[src/rtl/reg_writeback_queue.sv]
// Writeback queue between the ALU / load-store producers and the banked
// register file; drains up to two same-bank, distinct-address writes per cycle.
module reg_writeback_queue #(
  parameter int DEPTH  = 8,
  parameter int ADDR_W = 5,
  parameter int DATA_W = 16,
  parameter int BANK_W = 6
) (
  input  logic                         clock_i,
  input  logic                         reset_i,
  input  logic                         aluValid_i,
  output logic                         aluReady_o,
  input  logic [ADDR_W-1:0]            aluAddr_i,
  input  logic [DATA_W-1:0]            aluData_i,
  input  logic [BANK_W-1:0]            aluBank_i,
  input  logic                         lsValid_i,
  output logic                         lsReady_o,
  input  logic [ADDR_W-1:0]            lsAddr_i,
  input  logic [DATA_W-1:0]            lsData_i,
  input  logic [BANK_W-1:0]            lsBank_i,
  output logic                         wrAEn_o,
  output logic                         wrBEn_o,
  output logic [ADDR_W-1:0]            wrAAddr_o,
  output logic [ADDR_W-1:0]            wrBAddr_o,
  output logic [DATA_W-1:0]            wrAData_o,
  output logic [DATA_W-1:0]            wrBData_o,
  output logic [BANK_W-1:0]            bank_o,
  input  logic [ADDR_W-1:0]            qryAddr_i,
  input  logic [BANK_W-1:0]            qryBank_i,
  output logic                         qryHit_o,
  output logic [$clog2(DEPTH+1)-1:0]   count_o,
  output logic                         empty_o
);

  localparam int PW = $clog2(DEPTH);
  localparam int CW = $clog2(DEPTH+1);

  logic [ADDR_W-1:0] addr_q [DEPTH];
  logic [DATA_W-1:0] data_q [DEPTH];
  logic [BANK_W-1:0] bank_q [DEPTH];

  logic [PW-1:0] head, tail;
  logic [PW-1:0] head_n1, tail_n1, ls_slot;
  logic [CW-1:0] count, free;
  logic          alu_acc, ls_acc;
  logic          pop_h, pop_n;
  logic [1:0]    n_enq, n_pop;

  assign free    = CW'(DEPTH) - count;
  assign head_n1 = head + PW'(1);
  assign tail_n1 = tail + PW'(1);

  assign aluReady_o = !reset_i && (free != '0);
  assign lsReady_o  = !reset_i &&
                      ((free >= CW'(2)) ||
                       ((free != '0) && !aluValid_i));

  assign alu_acc = aluValid_i && aluReady_o;
  assign ls_acc  = lsValid_i && lsReady_o;
  assign ls_slot = alu_acc ? tail_n1 : tail;
  assign n_enq   = {1'b0, alu_acc} + {1'b0, ls_acc};

  // Second pop only when it cannot reorder writes to one register
  assign pop_h = (count != '0);
  assign pop_n = (count >= CW'(2)) &&
                 (bank_q[head_n1] == bank_q[head]) &&
                 (addr_q[head_n1] != addr_q[head]);
  assign n_pop = {1'b0, pop_h} + {1'b0, pop_n};

  always_ff @(posedge clock_i) begin
    if (alu_acc) begin
      addr_q[tail] <= aluAddr_i;
      data_q[tail] <= aluData_i;
      bank_q[tail] <= aluBank_i;
    end
    if (ls_acc) begin
      addr_q[ls_slot] <= lsAddr_i;
      data_q[ls_slot] <= lsData_i;
      bank_q[ls_slot] <= lsBank_i;
    end
  end

  always_ff @(posedge clock_i) begin
    if (reset_i) begin
      count     <= '0;
      head      <= '0;
      tail      <= '0;
      wrAEn_o   <= 1'b0;
      wrBEn_o   <= 1'b0;
      wrAAddr_o <= '0;
      wrBAddr_o <= '0;
      wrAData_o <= '0;
      wrBData_o <= '0;
      bank_o    <= '0;
    end else begin
      count     <= count + CW'(n_enq) - CW'(n_pop);
      head      <= head + PW'(n_pop);
      tail      <= tail + PW'(n_enq);
      wrAEn_o   <= pop_h;
      wrAAddr_o <= pop_h ? addr_q[head] : '0;
      wrAData_o <= pop_h ? data_q[head] : '0;
      bank_o    <= pop_h ? bank_q[head] : '0;
      wrBEn_o   <= pop_n;
      wrBAddr_o <= pop_n ? addr_q[head_n1] : '0;
      wrBData_o <= pop_n ? data_q[head_n1] : '0;
    end
  end

  logic [PW-1:0] off;
  logic          hit;

  always_comb begin
    off = '0;
    hit = 1'b0;
    for (int i = 0; i < DEPTH; i++) begin
      off = PW'(i) - head;
      if ((CW'(off) < count) &&
          (addr_q[i] == qryAddr_i) &&
          (bank_q[i] == qryBank_i))
        hit = 1'b1;
    end
    if (wrAEn_o && wrAAddr_o == qryAddr_i &&
        bank_o == qryBank_i)
      hit = 1'b1;
    if (wrBEn_o && wrBAddr_o == qryAddr_i &&
        bank_o == qryBank_i)
      hit = 1'b1;
  end

  assign qryHit_o = hit;
  assign count_o  = count;
  assign empty_o  = (count == '0) && !wrAEn_o && !wrBEn_o;

endmodule

[config.mk]
export PLATFORM = sky130hd
export DESIGN_NAME = reg_writeback_queue
export DESIGN_NICKNAME = d
export VERILOG_FILES = /design/src/rtl/reg_writeback_queue.sv
export SDC_FILE = /design/constraint.sdc
export NUM_CORES = 1
export LEC_CHECK = 0
export ABC_CLOCK_PERIOD_IN_PS = 7080
export CELL_PAD_IN_SITES_DETAIL_PLACEMENT = 1
export CELL_PAD_IN_SITES_GLOBAL_PLACEMENT = 1
export CORE_MARGIN = 2
export CORE_UTILIZATION = 35
export DETAILED_ROUTE_END_ITERATION = 10
export GPL_TIMING_DRIVEN = 1
export MAX_ROUTING_LAYER = met4
export PLACE_DENSITY_LB_ADDON = 0.1
export SYNTH_ARGS = -nofsm -noshare
export SYNTH_HDL_FRONTEND = slang
export SYNTH_SLANG_ARGS = --single-unit
[constraint.sdc]
create_clock -name clock_i -period 7.08 [get_ports clock_i]
set_clock_uncertainty 0.1 [all_clocks]
set_input_delay 1.416 -clock clock_i [delete_from_list [all_inputs] [get_ports clock_i]]
set_output_delay 1.416 -clock clock_i [all_outputs]
set_load 0.1 [all_outputs]
==> results of run 1 <==
==> routing by layer <==
| metal | wire length, um | GRT usage | vias to the layer above | share of wire |
|---|---|---|---|---|
| li1 | - | - | 4775 | - |
| met1 | 24640 | 0.3011 | 5634 | 0.43 |
| met2 | 28710 | 0.4059 | 288 | 0.50 |
| met3 | 2503 | 0.03439 | 91 | 0.044 |
| met4 | 1566 | 0.07664 | 0 | 0.027 |
| met5 | 0 | - | - | 0 |
==> registers in the layout, indices dropped and copies added, names as in the netlist <==
register and flops:
count_o 4, wrAData_o 16, tail 3, wrBAddr_o 5
bank_q 48, data_q 128, addr_q 40, wrBEn_o 1
wrAEn_o 1, bank_o 6, wrBData_o 16, head 3
wrAAddr_o 5
==> worst reg2reg max path, stage by stage, from the launching register on <==
cell and delay (ns):
dfxtp_4 0.36, buf_12 0.46, ha_1 0.49, xor2_4 0.16, buf_4 0.52, mux2_1 0.39, o31ai_1 0.24, o21ai_0 0.15
a2111o_1 0.39, buf_4 0.29, nor3_1 0.25, ha_1 0.26, fa_1 0.48, inv_1 0.08, ha_1 0.23, a21o_1 0.18
a21oi_1 0.17, xnor2_1 0.13, nor2_1 0.05
==> worst max-delay path by stage <==
stage	startpoint	end	depth (start not counted)
floorplan	head[1]	qryHit_o	17
global placement	head[1]	count_o[3]	17
detailed placement	head[1]	count_o[3]	17
CTS	head[1]	qryHit_o	10
global route	head[0]	count_o[3]	18
finish	head[1]	qryHit_o	10
==> cell usage after synthesis (9+ instances only) <==
cell type,number
mux2_2,217
edfxtp_1,216
xor2_1,96
mux4_2,94
dfxtp_1,60
nand2_1,55
mux2i_1,53
buf_2,44
a21oi_1,33
xnor2_1,27
ha_1,26
nor2_1,24
inv_1,23
nor3_1,23
clkbuf_1,21
nor4_1,17
nor3b_1,16
nor4_2,13
nor2b_1,11
buf_4,9
==> cells by family after synthesis <==
kind of cell | Yosys count | synth area share
flip-flops | 276 | 0.4663
adder cells (fa/ha/maj) | 30 | 0.02459
AND/OR/NAND/NOR | 204 | 0.07316
AO/OA/AOI/OAI | 69 | 0.02679
multiplexers | 370 | 0.3129
XOR/XNOR | 123 | 0.06535
buffers and inverters | 108 | 0.03089
==> power by group through the flow <==
stage,Sequential [uW],Combinational [uW],Clock [uW]
floorplan,2810,2040,0
global placement,2250,3620,0
detailed placement,2260,3650,0
CTS,2230,3670,1830
global route,2250,3870,1880
finish,2230,3630,1790
==> cell type report <==
class	count	area share
multi-input combinational	796	0.4304
sequential	276	0.3928
timing repair buffer	155	0.07599
clock buffer	49	0.04891
tap	607	0.03876
clock inverter	12	0.008365
inverter	24	0.004597
antenna	2	0.0002554
==> placed cells by master (no fill, tap or decap), types with 25 or more instances in the layout <==
master and instances:
clkbuf_16 35, xor2_1 95, a21oi_1 33, mux2_2 217, dfxtp_1 57, clkdlybuf4s50_1 125
mux4_2 94, edfxtp_1 216, buf_4 29, ha_1 25, nand2_1 52, xnor2_1 27
mux2i_1 53
==> through the flow <==
stage	total power [uW]	instance area (um^2)
floorplan	4852	16490
global route	7995	19600
global placement	5874	18470
detailed placement	5910	18470
finish	7645	19600
CTS	7724	19590
==> run summary, run 1 <==
Status -> finished, final reports clean
Setup crit end kind -> output pin
Clock tree buffer depth -> 3
Fin. Hold Viols -> 0
Initial antenna violation count -> 2
Cell internal pwr -> 4425 uW
Total Wirelength -> 57420 um
Placement Setup Slack -> 1.603 ns
DR WL/cell -> 29.89 um
Syn_nets -> 1279
Depth of the most critical reg-to-reg path -> 18
CTS buffer count -> 34
Worst-path cell chain -> inv_1 -> ha_4 -> inv_1 -> ha_1 -> a21o_1 -> a21oi_1 -> o2111ai_1 -> nand4_1 -> or4_1 -> buf_4
Die area -> 48850 um^2
Buf/Inv on CP -> 3
H-tree Lvls -> 2
Die Span Y -> 221.0 um
Hold EP -> wrAData_o[2]
CP top delay family -> adder cells
Sink Count -> 276
Clock power frac -> 0.234
Worst-path clk slew -> 0.05 ns
GR Util All Layers -> 0.2416
DRC Markers -> 0
Avg Cell Area, Syn -> 13.97 um^2
CTS tree -> yes
Final estimated routing congestion in global placement -> 0.8780
Initial Utilization -> 0.3541
Setup TNS -> 0 ns
Reg-to-reg startpoint -> head[0]
Final Critical Period -> 5.635 ns
Max-slew violation count -> 0
Placed cells -> 1858
P&R area growth vs syn -> 18.86%
Setup WS post-layout -> 1.445 ns
Worst EP required -> 5.56 ns
Flop and latch count out of synthesis -> 276
Aggregate global routing overflow -> 0
Most used DFF post-synth -> edfxtp_1
Max Freq -> 177.5 MHz
Hold WS -> 0.6561 ns
Share of the synthesized area in the top cell type -> 0.3934
Setup violations, final -> 0
FP Rows -> 79
Most area-consuming cells after synthesis -> edfxtp_1, mux2_2, mux4_2
Normalized max-slew margin -> 0.3195
Unique masters post-synth -> 49
Total of max-cap violations -> 0
Post-route ant nets -> 0
R2R setup slack -> 1.58 ns
Crit path DAT -> 4.12 ns
DIE WIDTH -> 221.0 um
Drt pass-1 iters -> 5
NumNets Final -> 1386
Comb pwr share -> 0.475
Register area share after synthesis -> 0.4663
Clk Latency, worst-skew pair -> 0.54 ns
Via density -> 5.616
Sequential power share -> 0.291
Post-synth EDFFs -> 216
First-pass GRT wire length -> 83470 um
Crit Reg-Reg Endpoint -> count_o[3]
Syn Inst Count -> 1180
Crit path max fanout -> 68
Register area -> 7696 um^2
CP most frequent cell -> inv_1
RSZ-0062 raised after global routing -> false
Hold wc startpoint -> head[1]
Net Sw Power -> 3220 uW
Peak VDD IR -> 0.0002480 V
Final period util -> 0.7960
Root buffer cell -> clkbuf_16
Worst Setup Start Kind -> flop
Static Leak -> 0.006600 uW
Switching portion of total power -> 0.4212
Post-CTS sizing -> 0
Largest stage delay, worst path -> 0.91 ns
Yosys top cell by area -> edfxtp_1
Area of the core -> 46560 um^2
Synth async-reset ratio -> 0
Footprint of the multi-input gates -> 8433 um^2
Min-Delay Path Class -> flop to flop
Pwr per Cell Area -> 390.1 nW/um^2
Post-cts hold buffer count -> 0
Final std cells w/o fill -> 1921
Share of cells above drive strength 1 -> 0.3285
Fillers -> 4713
Critical path type -> flop to output pin
Final HPWL DP -> 36890 um
CP max stage cell -> ha_4
Yosys warns -> 0
Vias -> 10788
I/O pin total -> 127
Hold path depth -> 2
DR iter-0 viols -> 657
Slew @ Worst Pin -> 1.018 ns
Post-CTS Setup Inserts -> 0
Synth Cell Area -> 16490 um^2
Final core utilization -> 0.4209
Port Buffers -> 126
Largest net degree at the start of global routing -> 115
Vias in the first global route -> 11556
Note: power is estimated with default switching activity, not from simulation.
==> inputs of run 2 (changes only) <==
Settings changed: ABC_CLOCK_PERIOD_IN_PS 7080 to 5000.
Clock period 7.08 ns to 5 ns, I/O delays scaled along.
==> run summary, run 2 (synthesized netlist as in run 1, its figures left out) <==
Hold path depth -> 2 (unchanged)
CTS buffer count -> 35 (+2.9%)
Final instance area -> 19830 um^2 (+1.2%)
CP max stage cell -> ha_4
Worst-path cell chain -> inv_1 -> ha_4 -> nor3_1 -> mux2i_1 -> o31ai_1 -> or3_1 -> a2111o_1 -> nor3_1 -> ha_1 -> fa_1 -> inv_1 -> ha_1 -> a21o_1 -> a21oi_1 -> xnor2_1 -> nor2_1
Crit Reg-Reg Endpoint -> count_o[3]
I/O pin total -> 127 (unchanged)
Max reg flops -> 128 (unchanged)
Die area -> 48850 um^2 (unchanged)
Largest stage delay, worst path -> 0.69 ns (-0.22 ns)
First-pass GRT wire length -> 82870 um (-0.72%)
Worst Setup Start Kind -> flop
Post-CTS Setup Inserts -> 0 (unchanged)
Vias -> 10883 (+0.88%)
P&R area growth vs syn -> 20.31%
Final Critical Period -> 4.615 ns
RSZ-0062 raised after global routing -> false
Slew @ Worst Pin -> 1.188 ns (+0.1706 ns)
Crit path max fanout -> 42 (-38%)
R2R setup slack -> 0.39 ns (-1.19 ns)
Post-cts hold buffer count -> 0 (unchanged)
Commonest non-fill, non-tap cell in the layout -> mux2_2
DR iter-0 viols -> 786 (+20%)
Post-CTS sizing -> 0 (unchanged)
Max-slew violation count -> 0 (unchanged)
DR WL/cell -> 29.48 um (-1.4%)
Leading cell types in the layout, fill and taps excluded -> mux2_2, edfxtp_1, clkdlybuf4s50_1
Via density -> 5.616 (about the same)
Fillers -> 4746 (+0.70%)
Setup violations, final -> 0 (unchanged)
Depth of the most critical reg-to-reg path -> 16 (-2)
Reg-to-reg startpoint -> head[1]
Die Span Y -> 221.0 um (unchanged)
Worst-path clk slew -> 0.06 ns (about the same)
Dpl cell area -> 18640 um^2 (+0.92%)
Initial Utilization -> 0.3541 (unchanged)
Fin. Hold Viols -> 0 (unchanged)
Status -> finished, final reports clean
Setup crit end kind -> flop
CTS tree -> yes
Min-Delay Path Class -> flop to flop
Clock tree buffer depth -> 3 (unchanged)
Share of cells above drive strength 1 -> 0.3429 (+0.01435)
Biggest register -> data_q
Total of max-cap violations -> 0 (unchanged)
Buf/Inv on CP -> 2 (-1)
FP Rows -> 79 (unchanged)
H-tree Lvls -> 2 (unchanged)
Setup TNS -> 0 ns (unchanged)
Worst EP required -> 5.32 ns (-0.24 ns)
Root buffer cell -> clkbuf_16
Area of the core -> 46560 um^2 (unchanged)
CP top delay family -> adder cells
Crit path DAT -> 4.93 ns (+0.81 ns)
DRC Markers -> 0 (unchanged)
Vias in the first global route -> 11552 (-0.035%)
Port Buffers -> 126 (unchanged)
DIE WIDTH -> 221.0 um (unchanged)
Clk Latency, worst-skew pair -> 0.55 ns (about the same)
Initial antenna violation count -> 1 (-1)
Final period util -> 0.9230
Post-route ant nets -> 0 (unchanged)
Aggregate global routing overflow -> 0 (unchanged)
Final HPWL DP -> 37630 um (+2.0%)
Drt pass-1 iters -> 7 (+2)
Sink Count -> 276 (unchanged)
GR Util All Layers -> 0.2396 (-0.002030)
NumNets Final -> 1404 (+1.3%)
Critical path type -> flop to flop
Largest net degree at the start of global routing -> 65 (-43%)
Peak VDD IR -> 0.0004333 V (+75%)
Power, Total -> 11090 uW (+45%)
Normalized max-slew margin -> 0.2058 (-0.1137)
Total Wirelength -> 57120 um (-0.52%)
Static Leak -> 0.006739 uW (+2.1%)
Hold EP -> head[0]
Max Freq -> 216.7 MHz
Regs by FF count -> data_q: 128 flops, bank_q: 48 flops, addr_q: 40 flops
Final estimated routing congestion in global placement -> 0.8555 (-2.6%)
Hold wc startpoint -> head[0]
Pwr per Cell Area -> 559.3 nW/um^2 (+43%)
-- run 2: cell types whose count changed in the layout (fill, tap and decap cells not counted), sizes merged --
cell,delta
clkinv,+2
inv,+1
clkbuf,-4
clkdlybuf4s50,-2
buf,+19
diode,-1
bufinv,+2
-- run 2: report_power, final --
group	leakage, uW	switching, uW	internal [uW]
sequential	0.00245	277	2850
combinational	0.00370	3360	1920
clock	0.000588	1030	1650
-- run 2: worst register-to-register path, stage by stage, from the launching register on --
cell and delay [ns]:
dfxtp_2 0.35, inv_1 0.08, ha_4 0.69, nor3_1 0.14, mux2i_1 0.18, o31ai_1 0.13
or3_1 0.37, a2111o_1 0.48, nor3_1 0.34, ha_1 0.29, fa_1 0.48, inv_1 0.08
ha_1 0.23, a21o_1 0.19, a21oi_1 0.18, xnor2_1 0.14, nor2_1 0.05
-- run 2: stage by stage --
stage | hold slack, ns | utilization | worst slack [ns] | instances
floorplan | 0.4825 | - | 0.01873 | 1180
detailed placement | 0.5363 | 0.4003 | 0.4057 | 1875
global route | 0.6068 | 0.4260 | 0.1770 | 1938
global placement | 0.5235 | 0.4003 | 0.4481 | 1875
finish | 0.5625 | 0.4260 | 0.3851 | 1938
CTS | 0.5669 | 0.4260 | 0.3792 | 1937
-- run 2: layer usage --
layer  global-route usage  up-vias  wire length [um]
met2               0.3863      290             27770
met3              0.03612       83              2364
li1                     -     4815                 -
met4              0.06235        0              1454
met5                    -        -                 0
met1               0.3166     5695             25530
-- run 2: area by class of cell --
type,count,area (um^2),share of cell area
antenna,1,2.502,0.0001262
clock buffer,45,943.4,0.04757
clock inverter,17,250.2,0.01262
inverter,24,90.09,0.004542
multi-input combinational,796,8443,0.4257
sequential,276,7696,0.3880
tap,607,759.5,0.03829
timing repair buffer,172,1649,0.08314
-- run 2: worst max path at each step --
stage               cells past startpoint         end  slack, ns  startpoint
finish                                 16  count_o[3]       0.39     head[1]
global route                           17  count_o[3]       0.18     head[1]
CTS                                    17  count_o[3]       0.38     head[1]
detailed placement                     17  count_o[3]       0.41     head[1]
global placement                       16  count_o[3]       0.45     head[0]
floorplan                              22  count_o[3]       0.02     head[1]
==> inputs of run 3 (changes only) <==
Settings changed: RECOVER_POWER set to 50.
==> run summary, run 3 (synthesized netlist as in run 1, its figures left out) <==
Status -> finished, violations left
Failing checks -> capacitance limit, slew limit
Total of max-cap violations -> 9 (+9)
Switching portion of total power -> 0.4220 (+0.001096)
Final std cells w/o fill -> 1938 (unchanged)
H-tree Lvls -> 2 (unchanged)
Die area -> 48850 um^2 (unchanged)
Dpl cell area -> 18640 um^2 (unchanged)
Worst EP required -> 5.20 ns (-0.12 ns)
Vias in the first global route -> 11552 (unchanged)
Biggest register -> data_q
Max-slew violation count -> 188 (+188)
Critical path type -> input pin to flop
Sink Count -> 276 (unchanged)
Leading cell types in the layout, fill and taps excluded -> mux2_2, edfxtp_1, xor2_1
Peak VDD IR -> 0.0004224 V (-2.5%)
Sequential power share -> 0.284 (+0.002)
Regs by FF count -> data_q: 128 flops, bank_q: 48 flops, addr_q: 40 flops
FP Rows -> 79 (unchanged)
Slew @ Worst Pin -> 3.029 ns (+1.841 ns)
Crit path DAT -> 4.92 ns (about the same)
Drt pass-1 iters -> 5 (-2)
I/O pin total -> 127 (unchanged)
Fin. Hold Viols -> 0 (unchanged)
Area of the core -> 46560 um^2 (unchanged)
Max Freq -> 211.7 MHz (-2.3%)
Initial antenna violation count -> 1 (unchanged)
Aggregate global routing overflow -> 0 (unchanged)
Worst Setup Start Kind -> input pin
Clock power frac -> 0.243 (+0.002)
GR Util All Layers -> 0.2396 (unchanged)
Comb pwr share -> 0.473 (-0.004)
Cell internal pwr -> 6363 uW (-0.96%)
Setup violations, final -> 0 (unchanged)
Final Critical Period -> 4.723 ns (+0.1079 ns)
CTS buffer count -> 35 (unchanged)
DRC Markers -> 0 (unchanged)
Clk Latency, worst-skew pair -> 0.55 ns (about the same)
DR WL/cell -> 29.46 um (about the same)
Largest net degree at the start of global routing -> 65 (unchanged)
Share of cells above drive strength 1 -> 0.3316 (-0.01128)
Setup TNS -> 0 ns (unchanged)
Via density -> 5.615 (about the same)
Fillers -> 4760 (+0.29%)
Crit path max fanout -> 21 (-50%)
Pwr per Cell Area -> 558.9 nW/um^2 (about the same)
NumNets Final -> 1404 (unchanged)
Final estimated routing congestion in global placement -> 0.8555 (unchanged)
DR iter-0 viols -> 701 (-11%)
Vias -> 10882 (-0.0092%)
Static Leak -> 0.006848 uW (+1.6%)
Final instance area -> 19700 um^2 (-0.70%)
RSZ-0062 raised after global routing -> false
Clock tree buffer depth -> 3 (unchanged)
Worst-path clk slew -> 0.06 ns (about the same)
Root buffer cell -> clkbuf_16
Setup crit end kind -> flop
Final HPWL DP -> 37630 um (unchanged)
Final period util -> 0.9446 (+0.02159)
Initial Utilization -> 0.3541 (unchanged)
Die Span Y -> 221.0 um (unchanged)
Max reg flops -> 128 (unchanged)
Port Buffers -> 126 (unchanged)
Final core utilization -> 0.4230 (-0.002983)
DIE WIDTH -> 221.0 um (unchanged)
Hold WS -> 0.5633 ns (+0.0008180 ns)
Min-Delay Path Class -> flop to flop
Post-CTS sizing -> 0 (unchanged)
Placed cells -> 1875 (unchanged)
Post-route ant nets -> 0 (unchanged)
Total Wirelength -> 57100 um (about the same)
Normalized max-slew margin -> -1.019 (-1.225)
CTS tree -> yes
Post-cts hold buffer count -> 0 (unchanged)
First-pass GRT wire length -> 82870 um (unchanged)
Post-CTS Setup Inserts -> 0 (unchanged)
Net Sw Power -> 4645 uW (-0.51%)
P&R area growth vs syn -> 19.47%
Commonest non-fill, non-tap cell in the layout -> mux2_2
[run 3: cell types whose count changed in the layout (fill, tap and decap cells not counted), moves of 2 or more]
cell             change
nor4b_1              +3
clkbuf_1             +8
clkbuf_2             +4
buf_4               -11
dlygate4sd3_1       +54
nor4b_2              -3
clkdlybuf4s50_1     -54
o21bai_2             +3
o21bai_4             -3
o21ai_4              -2
[run 3: power by group through the flow]
stage | logic [uW] | clock network, uW | registers [uW]
6_report | 5210 | 2680 | 3120
5_1_grt | 5520 | 2840 | 3160
4_1_cts | 5330 | 2750 | 3130
3_5_place_dp | 5310 | 0 | 3180
3_3_place_gp | 5260 | 0 | 3170
2_1_floorplan | 2910 | 0 | 3980
[run 3: worst paths after layout]
check / start / endpoint / slack (ns) / cells past startpoint
setup / recovery: reset_i / wrAData_o[9] / 0.28 / 6
hold / removal: head[0] / head[0] / 0.56 / 2
setup reg to reg: head[2] / count_o[3] / 0.30 / 15
hold reg to reg: head[0] / head[0] / 0.56 / 2
[run 3: through the flow]
stage	power, uW	worst slack, ns
floorplan	6888	0.01873
global placement	8428	0.4481
detailed placement	8484	0.4057
CTS	11210	0.3792
global route	11520	0.1232
finish	11010	0.2772
[run 3: per-layer routing]
metal | share of wire | track usage | wire [um]
met3 | 0.040 | 0.03612 | 2275
met5 | 0 | - | 0
met4 | 0.024 | 0.06235 | 1367
met2 | 0.49 | 0.3863 | 27810
met1 | 0.45 | 0.3166 | 25650
[run 3: area by class of cell]
cell class | instances | area (um^2) | share of cell area
diodes | 1 | 2.502 | 0.0001271
clock buffers | 45 | 943.4 | 0.04790
clock inverters | 17 | 250.2 | 0.01271
inverters | 24 | 90.09 | 0.004574
multi-input cells | 796 | 8359 | 0.4244
flip-flops and latches | 276 | 7694 | 0.3906
well taps | 607 | 759.5 | 0.03856
repair buffers | 172 | 1597 | 0.08106
[run 3: worst max-delay path, stage by stage]
cell           delay (ns)
dlygate4sd3_1        0.63
clkbuf_1             0.91
inv_1                0.22
nand2_1              0.45
clkbuf_1             1.38
a21oi_1              0.30
